--- config.mk ---
export PLATFORM = sky130hd
export DESIGN_NAME = bcd_serial_subtractor_flat
export DESIGN_NICKNAME = d
export VERILOG_FILES = /design/src/rtl/bcd_serial_subtractor_if.sv /design/src/rtl/bcd_serial_subtractor.sv /design/src/flat_wrapper.sv
export SDC_FILE = /design/constraint.sdc
export NUM_CORES = 1
export LEC_CHECK = 0
export BUFFER_PORTS_ARGS = -buffer_cell sky130_fd_sc_hd__buf_2
export CAP_MARGIN = 20
export CELL_PAD_IN_SITES_DETAIL_PLACEMENT = 0
export CELL_PAD_IN_SITES_GLOBAL_PLACEMENT = 1
export CORE_MARGIN = 4
export CORE_UTILIZATION = 41
export CTS_CLUSTER_SIZE = 25
export DETAILED_ROUTE_END_ITERATION = 8
export PLACE_DENSITY = 0.76
export SLEW_MARGIN = 20
export SYNTH_ARGS = -nofsm -noshare
export SYNTH_HDL_FRONTEND = slang
export SYNTH_SLANG_ARGS = --single-unit
--- constraint.sdc ---
create_clock -name clk -period 2.8 [get_ports clk]
set_clock_uncertainty 0.1 [all_clocks]
set_input_delay 0.28 -clock clk [delete_from_list [all_inputs] [get_ports clk]]
set_output_delay 0.28 -clock clk [all_outputs]
set_load 0.005 [all_outputs]
--- src/rtl/bcd_serial_subtractor_if.sv ---
// Valid/ready bundle for the digit-serial BCD subtractor.
// The master side drives operands and out_ready. The slave side returns the result.
interface bcd_serial_subtractor_if #(
  parameter int DIGITS = 2
);
  logic                  in_valid;
  logic                  in_ready;
  logic [4*DIGITS-1:0]   a;
  logic [4*DIGITS-1:0]   b;
  logic                  bin;
  logic                  out_valid;
  logic                  out_ready;
  logic [4*DIGITS-1:0]   diff;
  logic                  bout;
  logic                  err;

  modport master (
    output in_valid, a, b, bin, out_ready,
    input  in_ready, out_valid, diff, bout, err
  );

  modport slave (
    input  in_valid, a, b, bin, out_ready,
    output in_ready, out_valid, diff, bout, err
  );
endinterface

--- src/rtl/bcd_serial_subtractor.sv ---
// Digit-serial packed-BCD subtractor: DIFF = A - B - BIN, one digit per clock, LSD first.
// Optional invalid-digit flag is compiled in with `define BCD_CHECK_EN.
module bcd_serial_subtractor #(
  parameter int DIGITS = 2
) (
  input  logic                    clk,
  input  logic                    rst,
  bcd_serial_subtractor_if.slave  bus
);

  localparam int DATA_W = 4 * DIGITS;
  localparam int IDX_W  = (DIGITS > 1) ? $clog2(DIGITS) : 1;
  localparam logic [IDX_W-1:0] LAST_IDX = IDX_W'(DIGITS - 1);

  typedef enum logic [1:0] {
    IDLE = 2'd0,
    CALC = 2'd1,
    DONE = 2'd2
  } state_t;

  // Returns {borrow_out, digit}. The low nibble is kept even for non-BCD inputs.
  function automatic logic [4:0] sub_digit(input logic [3:0] x,
                                           input logic [3:0] y,
                                           input logic       bi);
    logic signed [5:0] t;
    t = $signed({2'b00, x}) - $signed({2'b00, y}) - $signed({5'b00000, bi});
    if (t < 6'sd0) begin
      t = t + 6'sd10;
      return {1'b1, t[3:0]};
    end
    return {1'b0, t[3:0]};
  endfunction

  state_t              state_q;
  state_t              state_d;
  logic [IDX_W-1:0]    idx_q;
  logic                borrow_q;
  logic                bout_q;
  logic [DATA_W-1:0]   diff_q;
  logic signed [DATA_W-1:0] unused_sign_chk;
  logic [DATA_W-1:0]   opa_p0;
  logic [DATA_W-1:0]   opb_p0;
  logic [4:0]          step;
  logic                accept;
  logic                retire;
  logic                last;

  assign unused_sign_chk = '0;
  assign accept = (state_q == IDLE) && bus.in_valid;
  assign retire = (state_q == DONE) && bus.out_ready;
  assign last   = (idx_q == LAST_IDX);
  assign step   = sub_digit(opa_p0[3:0], opb_p0[3:0], borrow_q);

  always_ff @(posedge clk) begin
    if (rst) state_q <= IDLE;
    else     state_q <= state_d;
  end

  always_comb begin
    state_d = state_q;
    unique case (state_q)
      IDLE:    if (bus.in_valid) state_d = CALC;
      CALC:    if (last)         state_d = DONE;
      DONE:    if (retire)       state_d = IDLE;
      default:                   state_d = IDLE;
    endcase
  end

  always_comb begin
    bus.in_ready  = (state_q == IDLE);
    bus.out_valid = (state_q == DONE);
  end

  // Operand stage: latched at acceptance, then shifted so the current digit is always in the low nibble.
  always_ff @(posedge clk) begin
    if (accept) begin
      opa_p0 <= bus.a;
      opb_p0 <= bus.b;
    end else if (state_q == CALC) begin
      opa_p0 <= opa_p0 >> 4;
      opb_p0 <= opb_p0 >> 4;
    end
  end

  always_ff @(posedge clk) begin
    if (rst) begin
      idx_q    <= '0;
      borrow_q <= 1'b0;
    end else if (accept) begin
      idx_q    <= '0;
      borrow_q <= bus.bin;
    end else if (state_q == CALC) begin
      idx_q    <= last ? '0 : idx_q + 1'b1;
      borrow_q <= step[4];
    end
  end

  // Result stage: digits enter at the top and settle into place after DIGITS shifts.
  always_ff @(posedge clk) begin
    if (rst) begin
      diff_q <= '0;
      bout_q <= 1'b0;
    end else if (state_q == CALC) begin
      diff_q <= (diff_q >> 4) | (DATA_W'(step[3:0]) << (DATA_W - 4));
      if (last) bout_q <= step[4];
    end
  end

  assign bus.diff = diff_q;
  assign bus.bout = bout_q;

`ifdef BCD_CHECK_EN
  function automatic logic has_bad_digit(input logic [DATA_W-1:0] v);
    logic r;
    r = 1'b0;
    for (int i = 0; i < DIGITS; i++) begin
      if (v[4*i +: 4] > 4'd9) r = 1'b1;
    end
    return r;
  endfunction

  logic err_q;

  always_ff @(posedge clk) begin
    if (rst)         err_q <= 1'b0;
    else if (accept) err_q <= has_bad_digit(bus.a) | has_bad_digit(bus.b);
  end

  assign bus.err = err_q;
`else
  assign bus.err = 1'b0;
`endif

endmodule

--- src/flat_wrapper.sv ---
// flat-port wrapper written by rule: the top's interface ports become plain ports
module bcd_serial_subtractor_flat 
#(
  parameter int DIGITS = 2
)
  (clk, rst, bus_in_valid, bus_a, bus_b, bus_bin, bus_out_ready, bus_in_ready, bus_out_valid, bus_diff, bus_bout, bus_err);
  bcd_serial_subtractor_if #(.DIGITS(DIGITS)) bus_i ();
  input  logic clk;
  input  logic rst;
  input wire logic [$bits(bus_i.in_valid)-1:0] bus_in_valid;
  input wire logic [$bits(bus_i.a)-1:0] bus_a;
  input wire logic [$bits(bus_i.b)-1:0] bus_b;
  input wire logic [$bits(bus_i.bin)-1:0] bus_bin;
  input wire logic [$bits(bus_i.out_ready)-1:0] bus_out_ready;
  output wire logic [$bits(bus_i.in_ready)-1:0] bus_in_ready;
  output wire logic [$bits(bus_i.out_valid)-1:0] bus_out_valid;
  output wire logic [$bits(bus_i.diff)-1:0] bus_diff;
  output wire logic [$bits(bus_i.bout)-1:0] bus_bout;
  output wire logic [$bits(bus_i.err)-1:0] bus_err;
  assign bus_i.in_valid = bus_in_valid;
  assign bus_i.a = bus_a;
  assign bus_i.b = bus_b;
  assign bus_i.bin = bus_bin;
  assign bus_i.out_ready = bus_out_ready;
  assign bus_in_ready = bus_i.in_ready;
  assign bus_out_valid = bus_i.out_valid;
  assign bus_diff = bus_i.diff;
  assign bus_bout = bus_i.bout;
  assign bus_err = bus_i.err;
  bcd_serial_subtractor #(.DIGITS(DIGITS)) u_core (.clk(clk), .rst(rst), .bus(bus_i));
endmodule
After elaboration in Yosys (flattened, before gate mapping):

Index checks and enable logic that the tools add are counted.

* logic and storage cells: 40
* bits in registers: 29
* output and inout port bits: 12
* input bits: 21

* $add $sub $neg: 4
* reduce and logical (&&, ||, !) cells: 7
* mux-type cells: 15
* equality and inequality tests: 5
* bitwise operators: 1
* $lt $le $gt $ge: 1

Operators with widths (count)
* $mux W8: 4
* $mux W5: 2
* $or A4 B8 Y8: 1
* $lt A6 B1 Y1 const B: 1
* $mux W2: 3
* $pmux W2 S3: 1
* $sub A5 B2 Y6: 1
* $sub A4 B4 Y5: 1
* $add A4 B4 Y4 const B: 1
* $mux W1: 4
* $mux W4: 1
* $ne A2 B1 Y1 const B: 2
* $reduce_and A3 Y1: 1
* $eq A2 B1 Y1 const B: 1
* $eq A2 B2 Y1 const B: 1
* $logic_and A1 B1 Y1: 2
* $logic_not A2 Y1: 1
* $ne A2 B2 Y1 const B: 1
* $reduce_and A2 Y1: 1
* $reduce_bool A2 Y1: 1
* $reduce_or A2 Y1: 1
* $add A1 B1 Y1 const B: 1

Logic depth before layout (Yosys ltp):

Gate-level depths: netlist of the first run.

* depth in word-level cells: 7
* mapped depth: 9
* gate-level depth less buffers: 9

Worst setup path before layout of the first run:

Ideal clock, no wire load.

* kind: reg-to-reg
* from: reg u_core.opb_p0[0]
* to: reg u_core.diff_q[7] (netlist: u_core.bus.diff[7])
* cell stages (with the launch flop): 9
* clock period less this slack: 2402 ps
* library setup time: 60 ps
* path slack: 398 ps
* arrival time: 2242 ps
* buffers on the path: 0
* path through: edfxtp_1 > ha_1 > fa_1 > ha_1 > xnor2_1 > ha_1 > nand4_1 > a2111oi_2 > a311o_1

* word-level cells in the longest chain between the ends: 6
* elaborated cells between the ends (all ways): 9
* classes of those cells: add/sub (3); order compare (1); mux (4); bitwise (1)

Ends and longest elaborated chain
* start: declaration: RTL line bcd_serial_subtractor.sv:42 `logic [DATA_W-1:0] opb_p0;`
* start signal: assignment: RTL line bcd_serial_subtractor.sv:78 `opb_p0 <= bus.b;`
* start signal: assignment: RTL line bcd_serial_subtractor.sv:81 `opb_p0 <= opb_p0 >> 4;`
* $sub A4 B4 Y5 (*): RTL line bcd_serial_subtractor.sv:26 `t = $signed({2'b00, x}) - $signed({2'b00, y}) - $signed({5'b00000, bi});`
* $sub A5 B2 Y6 (*): RTL line bcd_serial_subtractor.sv:26
* $lt A6 B1 Y1 or $add A4 B4 Y4 (tied branches): RTL line bcd_serial_subtractor.sv:27, bcd_serial_subtractor.sv:28
* $mux W4 (tied with other cells): RTL line bcd_serial_subtractor.sv:27 `if (t < 6'sd0) begin`
* $mux W5 (*): RTL line bcd_serial_subtractor.sv:31 `return {1'b0, t[3:0]};`
* $or A4 B8 Y8 (*): RTL line bcd_serial_subtractor.sv:104 `diff_q <= (diff_q >> 4) | (DATA_W'(step[3:0]) << (DATA_W - 4));`
* end signal: assignment: RTL line bcd_serial_subtractor.sv:104
* end: declaration: RTL line bcd_serial_subtractor.sv:39 `logic [DATA_W-1:0] diff_q;`

Mark *: on every way between the ends. The rest lies on a longest branch, timed or not. The select of a mux whose other input is x is not followed.
A chain may end at the register's enable or synchronous reset.

Final worst setup path of the first run:

Same ends and word-level chain as after synthesis.

==> flow_results.org, run 1 <==
** Global routing
- Entering global routing, the biggest net connects 17 pins.
- For this run the aggregate overflow at the end of global routing stands at 0.
- Via count of the first global-routing pass :: 1025
- Antenna violations before repair :: 0
- First-pass GRT wire length :: 4.44 mm
- GR Util All Layers :: 13.2%

** Synthesis
- Summing the areas of all fa, ha and maj instances in the mapped netlist gives 7.42% of the synthesized area.
- Summing the areas of all xor and xnor instances in the mapped netlist gives 2.93% of the synthesized area.
- Portion of the post-synthesis area used by sequential elements :: 51.1%
- Syn Nets :: 160
- By area, the combinational part of the netlist is dominated by simple AND/OR/NAND/NOR gates.
- Yosys Warn Count :: 0
- For this run, asynchronously set or reset flops after synthesis account for 0%.
- Post-synthesis share of cell area spent on and, or, nand and nor gates :: 15.5%
- Number of register bits inferred by synthesis :: 29
- Synthesis handed over a netlist of 131 instances.
- In this run, synthesis inferred 16 flip-flops with an integrated enable.
- Number of different library cells in the post-synthesis netlist :: 39
- Top_reg_cell synth :: sky130_fd_sc_hd__edfxtp_1
- Compound-Gate Fraction of Synth Area :: 11.4%
- A synthesized cell averages 11.1 sq um.
- Fraction of synthesized area in multiplexers :: 6.90%
- After synthesis the cells add up to 1450 sq um.

** Clocking
- The tree built by TritonCTS fans out to 29 sinks.
- For this design, the CTS-stage hold fixing added 0 buffers.
- Clock tree synthesis inserted a total of 5 buffers.
- TritonCTS built the clock tree.
- Clock Pin Slew Worst Setup and Hold Paths :: 0.10 ns
- Clock Latency Late Sink :: 0.33 ns
- In this run the number of H-tree levels came out at 2.
- The clock passes through at most 2 buffers.
- CTS root buf :: sky130_fd_sc_hd__clkbuf_4

** STA
- Setup repair after global routing left no endpoint under its margin.
- The number of hold violations in the final report is 0.
- Timing-limited maximum frequency :: 392 MHz
- The final count of pins violating max slew came to 0.
- For the finished layout, the period the worst path requires is 2.55 ns.
- Rel. slew slack :: 61.4%
- In the final timing run, aggregate negative setup slack is 0 ns.
- Setup violations remaining at the end of the flow were counted as 0.
- For the pin with the worst max-slew slack, the measured transition is 0.578 ns.
- Final critical-path share of the clock period :: 91.0%

** Min path
- Path class of the lowest-slack min-delay path :: in -> reg

** Pwr
- Summed over all cells, the static leakage comes to 0.749 nW.
- The worst-case IR drop observed on VDD is 0.000318 V.
- Cell area power density :: 654 nW/um^2

** Worst setup path
- Data on the critical path is required at its endpoint by 2.97 ns.
- STA puts the critical path data arrival time at 2.72 ns.
- Delay of the slowest cell on the worst path :: 0.50 ns
- The worst setup path is of the reg -> reg kind.
- CP dominant cell by count :: sky130_fd_sc_hd__ha_1
- Cell breakdown of the critical path :: ha_1, fa_1, ha_1, xnor2_2, ha_1, nand4_1, a2111oi_2, a311o_1
- Type of element capturing the critical path :: flop
- Along the worst path, the maximum fanout reaches 3.
- Master of the slowest instance on the critical path :: sky130_fd_sc_hd__fa_1
- The worst setup path is launched from a flop.

** Route
- Once detail routing completed, the nets flagged for antenna violations numbered 0.
- For this run, the detailed router's first-pass iteration total came to 4.
- After the first detailed-routing iteration, the DRC count stood at 38.
- Via density per instance :: 4.83
- In the final routed layout, each cell accounts on average for 11.9 um.
- Remaining routing DRC violations :: 0
- Across all layers, the routed design uses 1028 vias.
- Overall routed net length :: 2.53 mm

** Floorplan
- Pin placement for this block handled 33 I/O pins.
- The die covers 4550 sq um.
- The floorplan step set the die width to 67.5 um.
- Measured along the y axis, the die boundary spans 67.5 um.
- Core box area :: 3360 sq um
- Once the floorplan was initialized, standard cells occupied 43.1% of the core.
- Placement row count :: 21

** Placed design
- After legalization and detailed placement, the total HPWL measured 1.95 mm.
- Number of buffers added on ports :: 31
- Final RePlAce weighted congestion :: 0.717
- Once placement finished, the instance area stood at 1650 sq um.

** Layout
- # diodes :: 0
- Number of nets at the end of the flow :: 195
- Relative to the synthesized area, the layout overhead comes to 18.1%.
- Share of cells above drive strength 1 :: 33.5%
- Final non-filler cell area :: 1710 sq um

** Status
- Result of the run :: complete, no violations

** Job
- Number of maximum-capacitance violations :: 0
==> cell families (layout without fill, tap and decap cells) <==
group	count (synthesis)	count (layout)
AOI/OAI and AO/OA	22	22
DFF	29	29
muxes	9	9
buffers and inverters	15	51
and+or+nand+nor	43	43
xor gates and xnor gates	4	4
adders and majority gates	8	8
other	1	1
==> worst max-delay path: cells and delay by family, from the launching register on <==
| family | cells | cell delay, ns |
|---|---|---|
| DFF | 1 | 0.38 |
| AOI/OAI and AO/OA | 2 | 0.53 |
| xor gates and xnor gates | 1 | 0.18 |
| and+or+nand+nor | 1 | 0.12 |
| adders and majority gates | 4 | 1.19 |
==> layout by cell type (no fill, tap or decap), types with 2 or more instances in the layout <==
cell / netlist / final
sky130_fd_sc_hd__buf_4: 2 / 2
sky130_fd_sc_hd__a21oi_1: 8 / 8
sky130_fd_sc_hd__nor3_1: 2 / 2
sky130_fd_sc_hd__nand3b_1: 3 / 3
sky130_fd_sc_hd__clkbuf_4: 0 / 5
sky130_fd_sc_hd__clkinv_2: 0 / 2
sky130_fd_sc_hd__edfxtp_1: 16 / 16
sky130_fd_sc_hd__ha_1: 7 / 7
sky130_fd_sc_hd__dfxtp_1: 13 / 13
sky130_fd_sc_hd__buf_2: 1 / 31
sky130_fd_sc_hd__nor2b_1: 2 / 2
sky130_fd_sc_hd__and2_1: 2 / 2
sky130_fd_sc_hd__nand2b_1: 2 / 2
sky130_fd_sc_hd__nand2_1: 9 / 9
sky130_fd_sc_hd__and3_1: 9 / 9
sky130_fd_sc_hd__mux2_2: 8 / 8
sky130_fd_sc_hd__nor2_1: 10 / 10
sky130_fd_sc_hd__o21ai_0: 2 / 2
sky130_fd_sc_hd__a22oi_1: 2 / 2
sky130_fd_sc_hd__inv_1: 10 / 10
==> synth_stat cells (2+ instances only) <==
cell / instances / share of area, %
sky130_fd_sc_hd__nor3_1: 2 / 0.69
sky130_fd_sc_hd__nand2b_1: 2 / 0.86
sky130_fd_sc_hd__mux2_2: 8 / 6.2
sky130_fd_sc_hd__nand2_1: 9 / 2.3
sky130_fd_sc_hd__nor2_1: 10 / 2.6
sky130_fd_sc_hd__and3_1: 9 / 3.9
sky130_fd_sc_hd__dfxtp_1: 13 / 18
sky130_fd_sc_hd__buf_4: 2 / 1.0
sky130_fd_sc_hd__inv_1: 10 / 2.6
sky130_fd_sc_hd__nand3b_1: 3 / 1.6
sky130_fd_sc_hd__o21ai_0: 2 / 0.69
sky130_fd_sc_hd__xnor2_1: 2 / 1.2
sky130_fd_sc_hd__a21oi_1: 8 / 2.8
sky130_fd_sc_hd__clkbuf_1: 2 / 0.52
sky130_fd_sc_hd__ha_1: 7 / 6.0
sky130_fd_sc_hd__edfxtp_1: 16 / 33
sky130_fd_sc_hd__a22oi_1: 2 / 1.0
sky130_fd_sc_hd__and2_1: 2 / 0.86
sky130_fd_sc_hd__nor2b_1: 2 / 0.86
==> final cells by class <==
type	count	area, sq um
Clock buffer	5	37.5
Clock inverter	3	17.5
Fill cell	348	1650
Inverter	10	37.5
Multi-Input combinational cell	87	652
Sequential cell	29	741
Tap cell	46	57.6
Timing Repair Buffer	33	170
==> metal layers <==
metal	vias up	part of all wire, %	track usage [%]
met4	0	1.9	6.08
met2	17	48	20.8
met5	-	0	0
met1	470	45	16.2
li1	537	-	-
met3	4	4.6	4.66
==> through the flow <==
step                      power [mW]  setup WS (ns)  cells  utilization, %  hold WS (ns)
after global routing            1.21         0.0540    213            50.9         0.145
after detailed placement       0.884          0.240    205            49.1         0.352
after global placement         0.872          0.343    205            49.1         0.340
after floorplan                0.792          0.398    131               -         0.248
final                           1.12          0.251    213            50.9         0.145
after CTS                       1.12          0.204    213            50.7         0.143
==> path summary, 6_finish.rpt <==
path | start | to | slack (ns) | cells past startpoint
max | u_core.opb_p0[0] | u_core.bus.diff[7] | 0.25 | 8
min | bus_bin | u_core.borrow_q | 0.15 | 3
max reg2reg | u_core.opb_p0[0] | u_core.bus.diff[7] | 0.25 | 8
min reg2reg | u_core.bus.diff[0] | u_core.bus.diff[0] | 0.36 | 2
==> state kept, by name (all words and copies together) (netlist names) <==
register and cells:
u_core.borrow_q 1, u_core.bus.diff 8, u_core.opa_p0 8, u_core.opb_p0 8
u_core.idx_q 1, u_core.state_q 2, u_core.bus.bout 1
==> power breakdown <==
group | internal [mW] | switching [mW]
clock | 0.0945 | 0.147
combinational | 0.158 | 0.186
sequential | 0.511 | 0.0235
total | 0.763 | 0.357
==> what timing repair did <==
action | 4_1_cts | 5_1_grt
setup endpoints to repair | 0 | 1
buffers inserted | 0 | 0
resized for setup | 0 | 1
Power figures use the tool's default switching activity.
==> inputs of run 2 (changes only) <==
--- a/config.mk
+++ b/config.mk
@@ -7,13 +7,14 @@
 export LEC_CHECK = 0
 export BUFFER_PORTS_ARGS = -buffer_cell sky130_fd_sc_hd__buf_2
 export CAP_MARGIN = 20
-export CELL_PAD_IN_SITES_DETAIL_PLACEMENT = 0
-export CELL_PAD_IN_SITES_GLOBAL_PLACEMENT = 1
-export CORE_MARGIN = 4
-export CORE_UTILIZATION = 41
+export CELL_PAD_IN_SITES_DETAIL_PLACEMENT = 1
+export CELL_PAD_IN_SITES_GLOBAL_PLACEMENT = 2
+export CORE_MARGIN = 2
+export CORE_UTILIZATION = 33
 export CTS_CLUSTER_SIZE = 25
 export DETAILED_ROUTE_END_ITERATION = 8
-export PLACE_DENSITY = 0.76
+export GPL_ROUTABILITY_DRIVEN = 1
+export PLACE_DENSITY = 0.75
 export SLEW_MARGIN = 20
 export SYNTH_ARGS = -nofsm -noshare
 export SYNTH_HDL_FRONTEND = slang
==> run 2 against run 1 <==
Against the previous run:
- combinational power decreased by 1%
- sequential power increased by 0.7%
- register-to-register slack about the same
- die area increased by 8.5%
==> flow_results.org, run 2 (synthesis results as in run 1) <==
** Status
- Result of the run :: complete, no violations (unchanged)

** Layout
- The share of the core filled with cells came to 40.7% (was 50.9%).
- Most used cells in the layout excluding fill and tap cells :: 31 x sky130_fd_sc_hd__buf_2, 16 x sky130_fd_sc_hd__edfxtp_1, 13 x sky130_fd_sc_hd__dfxtp_1, 10 x sky130_fd_sc_hd__nor2_1, 10 x sky130_fd_sc_hd__inv_1 (unchanged)
- The most common cell after layout, fill and taps aside was sky130_fd_sc_hd__buf_2 (unchanged).
- The number of nets in the layout came to 195 (unchanged).
- # diodes :: 0 (unchanged)
- The fraction of final layout cells with drive strength greater than 1 is 31.7% (was 33.5%).
- Area grow syn2layout :: 20.5% (was 18.1%)

** Worst setup path
- Type of element capturing the critical path :: flop (unchanged)
- The largest fanout of any net on the critical path is 3 (unchanged).
- The critical path arrival came to 2.67 ns (was 2.72 ns).
- Destination of the worst register-to-register timing path :: u_core.bus.diff[7] (unchanged)
- The number of cells traversed by the worst register-to-register path came to 8 (unchanged).
- The type of element launching the critical path was a flop (unchanged).
- The endpoint of the most critical setup path was u_core.bus.diff[7] (unchanged).
- The critical register-to-register path startpoint was u_core.opb_p0[0] (unchanged).
- The startpoint of the most critical setup path is u_core.opb_p0[0] (unchanged).
- Critical path class :: reg -> reg (unchanged)
- Required time at the endpoint of the critical path :: 2.92 ns (was 2.97 ns)
- The flop-to-flop setup slack was 0.25 ns (about the same).

** STA
- Timing-limited maximum frequency :: 392 MHz (about the same)
- Slew at the pin with the worst max-slew slack :: 0.574 ns (was 0.578 ns)
- Final Hold Vio Count :: 0 (unchanged)
- Final number of max-transition violations :: 0 (unchanged)
- The setup TNS came to 0 ns (unchanged).
- Minimum clock period after layout :: 2.55 ns (about the same)
- The worst slew slack as a fraction of its limit is 61.7% (was 61.4%).
- RSZ-0062 raised after global routing :: false (unchanged)
- The number of setup violations in the final report is 0 (unchanged).
- Setup ws final :: 0.248 ns (was 0.251 ns)
- The final worst-path cycle share is 91.2% (was 91.0%).

** Route
- Antenna violation net count after detailed routing :: 0 (unchanged)
- Number of iterations in the first detailed-routing pass :: 4 (unchanged)
- The average via count per standard cell was 4.87 (was 4.83).
- The number of remaining DRC errors is 0 (unchanged).
- The violation count after the first detailed-routing iteration came to 29 (was 38).
- Overall routed net length :: 2.92 mm (was 2.53 mm)
- Overall via count from detail_route :: 1067 (was 1028)
- Average routed wire per standard cell :: 13.3 um (was 11.9 um)

** Global routing
- The first-pass GRT wire length is 5.15 mm (was 4.44 mm).
- The number of global-route vias before repair came to 1159 (was 1025).
- Maximum number of pins on one net before global-route repair :: 17 (unchanged)
- Congestion Overflow GR :: 0 (unchanged)
- GR Util All Layers :: 13.1% (was 13.2%)
- The initial antenna violation count came to 0 (unchanged).

** Min path
- Path class of the lowest-slack min-delay path :: in -> reg (unchanged)

** Floorplan
- The number of placement rows came to 24 (was 21).
- Core box area :: 4290 sq um (was 3360 sq um)
- The number of top-level pins was 33 (unchanged).
- Die Area :: 4940 sq um (was 4550 sq um)
- The die span in y came to 70.3 um (was 67.5 um).
- The starting density of the core was 33.8% (was 43.1%).
- The horizontal die dimension came to 70.3 um (was 67.5 um).

** Clocking
- The latest clock arrival within the worst-skew pair was 0.28 ns (was 0.33 ns).
- The clock-pin slew of the registers on the worst-case setup and hold paths came to 0.06 ns (was 0.10 ns).
- CTS tree :: done (unchanged)
- CTS root buf :: sky130_fd_sc_hd__clkbuf_8 (was sky130_fd_sc_hd__clkbuf_4)
- The CTS sink count came to 29 (unchanged).
- Total of hold buffers inserted after clock tree synthesis :: 0 (unchanged)
- The post-CTS setup buffer count is 0 (unchanged).
- The maximum level of the CTS H-tree was 2 (unchanged).
- CTS buffer count :: 5 (unchanged)
- The post-cts gate resize count is 0 (unchanged).
- Clock tree buffer depth :: 2 (unchanged)

** Pwr
- Cell area power density :: 700 nW/um^2 (was 654 nW/um^2)
- The largest voltage drop on the vdd net came to 0.000269 V (was 0.000318 V).
- The leakage power figure came to 0.758 nW (was 0.749 nW).

** Placed design
- The number of I/O port buffers came to 31 (unchanged).
- Final RePlAce weighted congestion :: 0.722 (was 0.717)
- Dpl hpwl :: 2.31 mm (was 1.95 mm)
- The worst slack after detailed placement came to 0.238 ns (was 0.240 ns).

** Job
- The count of maximum capacitance violations came to 0 (unchanged).
## run 2: layout make-up
type	instances	area, sq um
Timing Repair Buffer	33	170
Fill cell	501	2550
Clock buffer	8	90.1
Sequential cell	29	741
Inverter	10	37.5
Multi-Input combinational cell	87	644
Tap cell	52	65.1
## run 2: per-layer routing
metal	track usage [%]	part of all wire (%)	vias up
met3	4.04	3.5	4
li1	-	-	535
met1	14.8	43	509
met4	4.49	0.89	0
met5	0	0	-
met2	23.4	52	19
## run 2: per-stage QoR
step	instance area [sq um]	std cells	total power [mW]	hold slack, ns
after floorplan	1450	131	0.792	0.248
after global placement	1660	211	0.876	0.340
after detailed placement	1660	211	0.893	0.343
after CTS	1750	219	1.25	0.201
after global routing	1750	219	1.31	0.209
final	1750	219	1.22	0.215
## run 2: how the worst min path moves through the flow
stage	from	slack (ns)	endpoint	cells past startpoint
6_report	bus_b[2]	0.22	u_core.opb_p0[2]	2
5_1_grt	bus_a[3]	0.21	u_core.opa_p0[3]	2
4_1_cts	bus_b[2]	0.20	u_core.opb_p0[2]	2
3_5_place_dp	u_core.bus.diff[0]	0.34	u_core.bus.diff[0]	2
3_3_place_gp	u_core.bus.diff[0]	0.34	u_core.bus.diff[0]	2
2_1_floorplan	rst	0.25	u_core.bus.diff[5]	1
## run 2: power breakdown
group / internal [mW] / total (mW) / leakage (nW) / switching (mW)
sequential: 0.512 / 0.539 / 0.269 / 0.0261
clock: 0.200 / 0.346 / 0.0455 / 0.146
combinational: 0.152 / 0.339 / 0.443 / 0.187
total: 0.864 / 1.22 / 0.758 / 0.360
## run 2: worst max-delay path, stage by stage, from the launching register on
cell and delay, ns:
sky130_fd_sc_hd__edfxtp_1 0.37, sky130_fd_sc_hd__ha_1 0.23, sky130_fd_sc_hd__fa_1 0.49, sky130_fd_sc_hd__ha_1 0.23, sky130_fd_sc_hd__xnor2_1 0.21, sky130_fd_sc_hd__ha_1 0.22
sky130_fd_sc_hd__nand4_1 0.12, sky130_fd_sc_hd__a2111oi_2 0.37, sky130_fd_sc_hd__a311o_1 0.16
==> inputs of run 3 (changes only) <==
--- a/config.mk
+++ b/config.mk
@@ -5,12 +5,13 @@
 export SDC_FILE = /design/constraint.sdc
 export NUM_CORES = 1
 export LEC_CHECK = 0
+export ABC_AREA = 1
 export BUFFER_PORTS_ARGS = -buffer_cell sky130_fd_sc_hd__buf_2
 export CAP_MARGIN = 20
 export CELL_PAD_IN_SITES_DETAIL_PLACEMENT = 1
 export CELL_PAD_IN_SITES_GLOBAL_PLACEMENT = 2
 export CORE_MARGIN = 2
-export CORE_UTILIZATION = 33
+export CORE_UTILIZATION = 30
 export CTS_CLUSTER_SIZE = 25
 export DETAILED_ROUTE_END_ITERATION = 8
 export GPL_ROUTABILITY_DRIVEN = 1
@@ -19,3 +20,4 @@
 export SYNTH_ARGS = -nofsm -noshare
 export SYNTH_HDL_FRONTEND = slang
 export SYNTH_SLANG_ARGS = --single-unit
+export TNS_END_PERCENT = 1
==> run 3 against run 2 <==
Against the previous run:
- via count grew 13%
- hold slack worse by 0.063 ns
- design area fell by 1.3%
- non-clock buffer count stayed put
- synthesized cell count grew 32%
- critical path type unchanged
==> flow_results.org, run 3 <==
** Global routing
- The pin count of the biggest net entering global routing is 21 (was 17).
- The total overflow reported by the global router is 0 (unchanged).
- First-pass GRT wire length :: 5.37 mm (was 5.15 mm)
- The number of global-route vias before repair is 1282 (was 1159).
- The initial antenna violation count came to 0 (unchanged).
- GR Util All Layers :: 13.4% (was 13.1%)

** Worst setup path
- Cell breakdown of the critical path :: ha_1, fa_1, ha_1, xor2_1, inv_1, ha_1, inv_1, nand2_1, nand3_1, a21oi_1 (was ha_1, fa_1, ha_1, xnor2_1, ha_1, nand4_1, a2111oi_2, a311o_1)
- The number of cells traversed by the worst register-to-register path is 10 (was 8).
- The peak per-stage delay on the critical path came to 0.48 ns (was 0.49 ns).
- The required time of the worst setup path was 2.91 ns (was 2.92 ns).
- The critical path arrival came to 2.43 ns (was 2.67 ns).
- Type of element capturing the critical path :: flop (unchanged)
- Kind of start point of the critical path :: flop (unchanged)
- The endpoint of the most critical setup path is u_core.bus.diff[6] (was u_core.bus.diff[7]).
- The worst setup path category was reg -> reg (unchanged).
- The capture instance of the worst register-to-register path is u_core.bus.diff[6] (was u_core.bus.diff[7]).
- Maximum fanout encountered on the critical timing path :: 3 (unchanged)
- The critical register-to-register path startpoint was u_core.opb_p0[0] (unchanged).
- Kind of cell with the highest combined delay on the critical path :: adder cells (unchanged)
- The startpoint of the most critical setup path is u_core.opb_p0[0] (unchanged).
- Total buffers and inverters traversed by the critical path :: 2 (was 0)
- CP dominant cell by count :: sky130_fd_sc_hd__ha_1 (unchanged)
- Worst reg2reg setup slack :: 0.48 ns (was 0.25 ns)
- The cell type of the slowest stage on the worst timing path was sky130_fd_sc_hd__fa_1 (unchanged).
- Cell count along the critical path :: 10 (was 8)

** STA
- Rel. slew slack :: 57.2% (was 61.7%)
- Setup-failing EPs final :: 0 (unchanged)
- The final worst-path cycle share came to 82.9% (was 91.2%).
- Aggregate negative setup slack :: 0 ns (unchanged)
- Timing-limited maximum frequency :: 431 MHz (was 392 MHz)
- RSZ-0062 raised after global routing :: false (unchanged)
- The worst-margin pin slew was 0.640 ns (was 0.574 ns).
- The final count of pins violating max slew was 0 (unchanged).
- Final Hold Vio Count :: 0 (unchanged)
- Minimum clock period after layout :: 2.32 ns (was 2.55 ns)

** Floorplan
- The die area is 5340 sq um (was 4940 sq um).
- The number of placement rows was 25 (was 24).
- Die X-Extent :: 73.0 um (was 70.3 um)
- Count of pins on the block boundary :: 33 (unchanged)
- The core area was 4660 sq um (was 4290 sq um).
- Initial standard-cell utilization of the core :: 30.7% (was 33.8%)
- Die Height :: 73.0 um (was 70.3 um)

** Route
- The average via count per standard cell was 4.58 (was 4.87).
- Number of iterations in the first detailed-routing pass :: 4 (unchanged)
- Detailed route wirelength on metal2 :: 1.58 mm (was 1.52 mm)
- The count of vias placed by the detailed router is 1210 (was 1067).
- The average detailed-routed wire length per instance was 11.7 um (was 13.3 um).
- Overall routed net length :: 3.09 mm (was 2.92 mm)
- Routed length on met1 :: 1.27 mm (about the same)
- Antenna violation net count after detailed routing :: 0 (unchanged)
- DRT iter0 DRCs :: 18 (was 29)
- Length of routed met3 wiring :: 156 um (was 103 um)
- The number of remaining DRC errors is 0 (unchanged).
- Highest layer used for signal routing :: met4 (unchanged)

** Clocking
- Clock Pin Slew Worst Setup and Hold Paths :: 0.07 ns (was 0.06 ns)
- Resized cells post-CTS :: 0 (unchanged)
- CTS buffer count :: 5 (unchanged)
- CTS tree :: done (unchanged)
- CTS root buf :: sky130_fd_sc_hd__clkbuf_8 (unchanged)
- The maximum level of the CTS H-tree came to 2 (unchanged).
- The largest buffer count on any clock path was 2 (unchanged).
- The post-CTS setup buffer count is 0 (unchanged).
- The latest clock arrival within the worst-skew pair was 0.27 ns (was 0.28 ns).
- Number of clock sinks seen by CTS :: 29 (unchanged)
- The hold buffer count at CTS came to 0 (unchanged).

** Synthesis
- The count of yosys warnings during synthesis was 0 (unchanged).
- The share of the synthesized area in the top cell type came to 33.6% (was 33.1%).
- The biggest area consumer among synthesized cells was sky130_fd_sc_hd__edfxtp_1 (unchanged).
- Most repeated cell in the gate-level netlist after synthesis :: sky130_fd_sc_hd__nand2_1 (was sky130_fd_sc_hd__edfxtp_1)
- Most numerous cell types in the synthesized netlist :: 45 x sky130_fd_sc_hd__nand2_1, 25 x sky130_fd_sc_hd__inv_1, 22 x sky130_fd_sc_hd__nor2_1 (was 16 x sky130_fd_sc_hd__edfxtp_1, 13 x sky130_fd_sc_hd__dfxtp_1, 10 x sky130_fd_sc_hd__inv_1, 10 x sky130_fd_sc_hd__nor2_1)
- Synthesized instance count :: 173 (was 131)
- The number of enable-type register cells in the synthesized netlist was 16 (unchanged).
- Number of register bits inferred by synthesis :: 29 (unchanged)
- Cell area after technology mapping :: 1430 sq um (was 1450 sq um)
- The average size of a mapped cell came to 8.27 sq um (was 11.1 sq um).
- Post-synthesis async set-or-reset flop share :: 0% (unchanged)
- Portion of the post-synthesis area used by sequential elements :: 51.8% (was 51.1%)
- Top_reg_cell synth :: sky130_fd_sc_hd__edfxtp_1 (unchanged)
- The number of unique standard cell types used by synthesis is 23 (was 39).
- Largest cells by area after synthesis :: sky130_fd_sc_hd__edfxtp_1 34%, sky130_fd_sc_hd__dfxtp_1 18%, sky130_fd_sc_hd__nand2_1 12% (was sky130_fd_sc_hd__edfxtp_1 33%, sky130_fd_sc_hd__dfxtp_1 18%, sky130_fd_sc_hd__mux2_2 6.2%)
- Syn Nets :: 202 (was 160)

** Layout
- Finished Core Util :: 37.0% (was 40.7%)
- # diodes :: 0 (unchanged)
- Most used cells in the layout excluding fill and tap cells :: 45 x sky130_fd_sc_hd__nand2_1, 31 x sky130_fd_sc_hd__buf_2, 25 x sky130_fd_sc_hd__inv_1, 22 x sky130_fd_sc_hd__nor2_1, 16 x sky130_fd_sc_hd__edfxtp_1 (was 31 x sky130_fd_sc_hd__buf_2, 16 x sky130_fd_sc_hd__edfxtp_1, 13 x sky130_fd_sc_hd__dfxtp_1, 10 x sky130_fd_sc_hd__nor2_1, 10 x sky130_fd_sc_hd__inv_1)
- The final cell area excluding filler cells was 1730 sq um (was 1750 sq um).
- Filler Cell Count :: 578 (was 501)
- Area grow syn2layout :: 20.6% (was 20.5%)
- The most common cell after layout, fill and taps aside is sky130_fd_sc_hd__nand2_1 (was sky130_fd_sc_hd__buf_2).
- Number of nets at the end of the flow :: 238 (was 195)
- Share of cells above drive strength 1 :: 21.9% (was 31.7%)

** Placed design
- The global placement routability congestion is 0.753 (was 0.722).
- The number of I/O port buffers is 31 (unchanged).
- The instance area after placement is 1650 sq um (was 1660 sq um).
- The HPWL after detailed placement is 2.41 mm (was 2.31 mm).

** Pwr
- The total chip power came to 1.19 mW (was 1.22 mW).
- The largest voltage drop on the vdd net is 0.000328 V (was 0.000269 V).
- The total power divided by cell area was 687 nW/um^2 (was 700 nW/um^2).
- The leakage power figure came to 0.887 nW (was 0.758 nW).

** Job
- Number of maximum-capacitance violations :: 0 (unchanged)

** Min path
- The path type of the worst min-delay path is in -> reg (unchanged).

** Status
- Result of the run :: complete, no violations (unchanged)
## run 3: cell count changes after synthesis, sizes merged, moves of 3 or more
| cell | delta |
|---|---|
| inv | +20 |
| o21ai | +4 |
| mux2 | -8 |
| nand3 | +10 |
| nand2 | +37 |
| and3 | -9 |
| nand3b | -3 |
| nor2 | +13 |
## run 3: power breakdown
group	switching, mW	internal (mW)	leakage (nW)
Sequential	0.0234	0.510	0.270
Clock	0.151	0.176	0.0395
Combinational	0.200	0.126	0.577
## run 3: worst reg2reg max path, stage by stage, from the launching register on
cell	delay, ns
sky130_fd_sc_hd__edfxtp_1	0.37
sky130_fd_sc_hd__ha_1	0.23
sky130_fd_sc_hd__fa_1	0.48
sky130_fd_sc_hd__ha_1	0.23
sky130_fd_sc_hd__xor2_1	0.19
sky130_fd_sc_hd__inv_1	0.07
sky130_fd_sc_hd__ha_1	0.29
sky130_fd_sc_hd__inv_1	0.04
sky130_fd_sc_hd__nand2_1	0.06
sky130_fd_sc_hd__nand3_1	0.06
sky130_fd_sc_hd__a21oi_1	0.14
## run 3: final cells by class
class | count | area [sq um] | area share (%)
multi-input combinational | 110 | 554 | 32.1
sequential | 29 | 741 | 42.9
inverter | 30 | 113 | 6.53
timing repair buffer | 33 | 170 | 9.86
tap | 54 | 67.6 | 3.92
clock buffer | 8 | 80.1 | 4.64
## run 3: routing by layer
| metal | GRT usage (%) | vias to the layer above |
|---|---|---|
| li1 | - | 614 |
| met5 | 0 | - |
| met3 | 4.56 | 8 |
| met2 | 22.6 | 26 |
| met1 | 14.3 | 562 |
| met4 | 8.23 | 0 |
## run 3: worst min path at each step
stage	start	end	slack, ns	cells past startpoint
5_1_grt	rst	u_core.borrow_q	0.15	2
3_3_place_gp	u_core.bus.diff[6]	u_core.bus.diff[6]	0.38	2
3_5_place_dp	u_core.idx_q	u_core.idx_q	0.41	2
4_1_cts	rst	u_core.borrow_q	0.14	2
6_report	rst	u_core.borrow_q	0.15	2
2_1_floorplan	rst	u_core.bus.diff[6]	0.25	1
## run 3: per-stage QoR
step | std cells | worst slack, ns | hold WS [ns]
after CTS | 264 | 0.452 | 0.138
after detailed placement | 256 | 0.464 | 0.405
after global routing | 264 | 0.340 | 0.152
final | 264 | 0.479 | 0.152
after global placement | 256 | 0.580 | 0.383
after floorplan | 173 | 0.628 | 0.249
## run 3: logic make-up (layout without fill, tap and decap cells)
family	count (synthesis)	after routing	share of synthesized area [%]
AOI/OAI and AO/OA	17	17	6.56
xor gates and xnor gates	1	1	0.613
adders and majority gates	8	8	7.52
buffers and inverters	34	71	9.45
DFF	29	29	51.8
other	1	1	0.262
and+or+nand+nor	83	83	23.8
